[config.mk]
export PLATFORM = sky130hd
export DESIGN_NAME = arp_decode
export DESIGN_NICKNAME = d
export VERILOG_FILES = /design/src/rtl/arp_decode.sv
export SDC_FILE = /design/constraint.sdc
export NUM_CORES = 1
export LEC_CHECK = 0
export CAP_MARGIN = 30
export CORE_ASPECT_RATIO = 1.2
export CORE_MARGIN = 10
export CORE_UTILIZATION = 58
export DETAILED_ROUTE_END_ITERATION = 12
export PLACE_DENSITY = 0.92
export SLEW_MARGIN = 20
export SYNTH_ARGS = -nofsm -noshare
export SYNTH_HDL_FRONTEND = slang
export SYNTH_SLANG_ARGS = --single-unit
[constraint.sdc]
create_clock -name clk -period 6.7 [get_ports clk]
set_input_delay 1.005 -clock clk [delete_from_list [all_inputs] [get_ports clk]]
set_output_delay 1.005 -clock clk [all_outputs]
set_load 0.05 [all_outputs]
[src/rtl/arp_decode.sv]
// arp_decode: parses an Ethernet ARP payload, validates IPv4 requests aimed at IP_ADDR, and holds the requester's addresses for one reply
module arp_decode #(
  parameter logic [47:0] MAC_ADDR = 48'h0,
  parameter logic [31:0] IP_ADDR  = 32'h0
) (
  input  logic        clk,
  input  logic        rst_n,
  input  logic        in_valid_i,
  input  logic [7:0]  din_i,
  input  logic        in_last_i,
  output logic        reply_valid_o,
  input  logic        reply_ready_i,
  output logic [47:0] tha_o,
  output logic [31:0] tpa_o,
  output logic [7:0]  drop_cnt_o
);
  typedef enum logic {PARSE, DISCARD} state_t;
  localparam logic [63:0] HDR = 64'h0001_0800_0604_0001;
  state_t      state_q, state_d;
  logic [4:0]  idx_q, idx_d;
  logic [47:0] sha_c_q, sha_c_d, tha_q, tha_d;
  logic [31:0] spa_c_q, spa_c_d, tpa_q, tpa_d;
  logic [7:0]  drop_q, drop_d, exp_b;
  logic        rv_q, rv_d, chk, byte_ok, done, load;
  logic        unused_mac;
  assign unused_mac = ^MAC_ADDR;
  // per-beat field check, completion detection and next-state computation
  always_comb begin
    exp_b   = idx_q[4] ? IP_ADDR[{~idx_q[1:0], 3'b000} +: 8] : HDR[{~idx_q[2:0], 3'b000} +: 8];
    chk     = (idx_q < 5'd8) | ((idx_q >= 5'd24) & (idx_q < 5'd28));
    byte_ok = !chk | (din_i == exp_b);
    done    = in_valid_i & in_last_i & (state_q == PARSE) & byte_ok & (idx_q >= 5'd27);
    load    = done & (!rv_q | reply_ready_i);
    idx_d   = !in_valid_i ? idx_q : in_last_i ? 5'd0 : (idx_q == 5'd28) ? idx_q : idx_q + 5'd1;
    state_d = !in_valid_i ? state_q : in_last_i ? PARSE : byte_ok ? state_q : DISCARD;
    sha_c_d = (in_valid_i & (idx_q >= 5'd8) & (idx_q < 5'd14)) ? {sha_c_q[39:0], din_i} : sha_c_q;
    spa_c_d = (in_valid_i & (idx_q >= 5'd14) & (idx_q < 5'd18)) ? {spa_c_q[23:0], din_i} : spa_c_q;
    rv_d    = load | (rv_q & !reply_ready_i);
    tha_d   = load ? sha_c_q : tha_q;
    tpa_d   = load ? spa_c_q : tpa_q;
    drop_d  = (done & !load & (drop_q != 8'hFF)) ? drop_q + 8'd1 : drop_q;
  end
  // parser state, capture registers and the pending reply
  always_ff @(posedge clk or negedge rst_n) begin
    if (!rst_n) begin
      state_q <= PARSE;
      idx_q   <= '0;
      sha_c_q <= '0;
      spa_c_q <= '0;
      rv_q    <= 1'b0;
      tha_q   <= '0;
      tpa_q   <= '0;
      drop_q  <= '0;
    end else begin
      state_q <= state_d;
      idx_q   <= idx_d;
      sha_c_q <= sha_c_d;
      spa_c_q <= spa_c_d;
      rv_q    <= rv_d;
      tha_q   <= tha_d;
      tpa_q   <= tpa_d;
      drop_q  <= drop_d;
    end
  end
  assign reply_valid_o = rv_q;
  assign tha_o         = tha_q;
  assign tpa_o         = tpa_q;
  assign drop_cnt_o    = drop_q;
endmodule

==> impl_metrics.csv <==
group,metric,value,unit
yosys,avgSynthCellArea,15.2,sq um
global_routing,grt-ovfl-total,0,
drt,remaining_drc_errors,0,
placement,gp_congestion,0.896,
placement,hpwl,9.55,mm
yosys,synth_top_area_share,63.9,%
yosys,yosysWarnings,0,
power,pwr-share-comb,9.4,%
yosys,synth_area_leaders,"dfrtp_1, mux2_1, mux2_2",
clock_tree,tritoncts,"built",
clock_tree,clk_latency,420,ps
yosys,synth_nets,468,
layout,area_growth,26.9,%
flow_run,max_cap_violations,0,
yosys,yosys-top-cells-count,"dfrtp_1, mux2_1, mux2_2",
layout,fin_area,8700,sq um
layout,antenna_cells,0,
layout,final_cell_count_no_fill,727,
sta,fin_crit_sh,49.2,%
clock_tree,cts_root_buf,"clkbuf_16",
drt,drt_first_pass_iters,4,
sta,setup_slack,3400,ps
yosys,synth_seq_cells,175,
floorplanning,rows,43,
power,p_int,1910,uW
clock_tree,htreeDepth,4,
hold_path,hp-class,"input port to asynchronous set/reset pin",
global_routing,antenna_found_initial,0,
layout,layout-drive-gt1-share,21.8,%
power,p_sw_share,24.2,%
clock_tree,cts_max_path_buffers,2,
clock_tree,cts_setup_buffers,0,
placement,port_buffers,101,
sta,finalSetupViolations,0,
critical_path,path_delay_family,"buffers and inverters",
yosys,synth_ff_type,"dfrtp_1",
power,power_density,290,nW/um^2
global_routing,grt_pass1_wl,23.2,mm
yosys,synth_edf_count,0,
clock_tree,cts.sinks,175,
power,clock_power_share,38.0,%
placement,postPlaceCellArea,8050,sq um
sta,tightest_slew,673,ps
critical_path,arrival,3600,ps
placement,post-place-ws,2940,ps
critical_path,path_cells,"clkdlybuf4s50_1, nor4_1, o41ai_1, nor4b_2, a21o_1, nand3_4, buf_4, buf_16, mux2_1",
critical_path,cp.required,7000,ps
clock_tree,cts_made_buffers,17,
global_routing,grtUsageTotal,17.4,%
drt,final_antenna_net_count,0,
yosys,ys_seq_area_share,63.9,%
sta,clock_skew,7.69,ps
yosys,syn_area,6860,sq um
clock_tree,cts_resized,0,
yosys,syn_inst,450,
global_routing,grt_pass1_vias,4357,
sta,final_max_slew_viol_count,0,
drt,first_iter_violations,196,
sta,tns,0,ps
clock_tree,cts_hold_buf,0,
floorplanning,initial_utilization,59.3,%
layout,nets,575,
sta,rsz0062_at_grt,"false",
sta,relSlewSlack,55.0,%
placement,dp.cells,692,
drt,wl_per_cell,19.5,um
power,seq_power_share,52.6,%
floorplanning,die_h,139,um
clock_tree,clkTransAtPathRegs,60,ps
yosys,synth_most_common_cell,"dfrtp_1",
status,outcome,"completed",
power,vdd_drop_max,0.180,mV
global_routing,grt_max_degree,104,
yosys,synthArstFlopShare,100,%
floorplanning,die-area,16600,sq um
drt,post_drt_via_cell_ratio,5.51,
power,p_leak,0.00421,uW
yosys,synth_largest_area_cell,"dfrtp_1",
critical_path,cp-start-kind,"input port",
critical_path,worstSetupEndpointType,"flop",
critical_path,worstPathBufferInverterCount,3,
sta,period_needed,3300,ps
critical_path,cp_slowest_cell,"clkdlybuf4s50_1",
floorplanning,ios,102,
yosys,synth_cell_types,38,
sta,fmax,0.303,GHz
critical_path,crit_path_max_incr_delay,510,ps
critical_path,path_max_fanout,53,
drt,via_count,4005,
drt,wl,14.2,mm
sta,finalHoldViolCount,0,
power,finalPower,2530,uW
critical_path,crit_type,"input port to flop",
power,p_switching,613,uW
floorplanning,dieWidth,119,um
floorplanning,core,11600,sq um
final cells by class:
| class | instances | area, sq um |
|---|---|---|
| fill | 713 | 2870 |
| timing repair buffer | 108 | 1120 |
| clock inverter | 12 | 134 |
| clock buffer | 20 | 447 |
| multi-input combinational | 248 | 2390 |
| tap | 157 | 196 |
| inverter | 7 | 26.3 |
| sequential | 175 | 4380 |
metrics by stage:
step	util, %	hold slack, ps
2_1_floorplan	-	452
3_3_place_gp	69.4	460
3_5_place_dp	69.6	471
4_1_cts	74.6	485
5_1_grt	75.2	459
6_report	75.2	456
final timing paths:
path	from	to	slack, ps	cells after the start
worst max-delay path	din_i[5]	tpa_o[6]	3400	9
worst min-delay path	rst_n	tpa_o[6]	460	1
worst max register to register	idx_q[0]	tpa_o[6]	3820	10
worst min register to register	spa_c_q[27]	tpa_o[27]	480	1
max in group asynchronous	rst_n	spa_c_q[1]	4900	4
min in group clk	spa_c_q[27]	tpa_o[27]	480	1
sequential cells by signal (all words and copies together) (netlist names):
register and count:
drop_cnt_o 8, idx_q 5, reply_valid_o 1, sha_c_q 48, spa_c_q 32, state_q 1
tha_o 48, tpa_o 32
metal layers:
layer	GRT usage, %	part of all wire (%)	wire length [um]	vias to the layer above
met5	0	0	0	-
met4	6.57	2.3	324	0
met3	6.76	6.4	910	28
met2	29.4	52	7450	99
met1	19.3	39	5520	2061
li1	-	-	-	1817
cells by family after synthesis:
| family | synth area share, % |
|---|---|
| xor gates and xnor gates | 0.894 |
| DFF | 63.9 |
| muxes | 26.4 |
| buffers and inverters | 1.66 |
| AOI/OAI and AO/OA | 2.45 |
| adders and majority gates | 0.912 |
| and+or+nand+nor | 3.80 |
cells in the final DEF (no fill, tap or decap), types with 2 or more instances in the layout:
cell	count
a21oi_1	8
and3_1	2
buf_16	2
buf_4	3
bufinv_16	2
clkbuf_1	2
clkbuf_16	17
clkdlybuf4s50_1	100
clkinv_2	3
clkinv_4	2
clkinvlp_4	2
dfrtp_1	175
ha_1	5
inv_1	7
inv_6	3
mux2_1	81
mux2_2	79
nand2_1	10
nand3_1	10
nor2_1	8
nor2b_1	3
nor3_1	3
nor4b_1	2
o21ai_0	6
o22ai_1	2
o31ai_1	3
xnor2_1	3
xor2_1	4
power by group through the flow:
stage	logic, uW	registers (uW)	clock network (uW)
after floorplan	183	1290	0
after global placement	220	1330	0
after detailed placement	233	1340	0
after CTS	239	1330	974
after global routing	264	1360	1020
final	238	1330	960
Note: power is estimated with default switching activity, not from simulation.
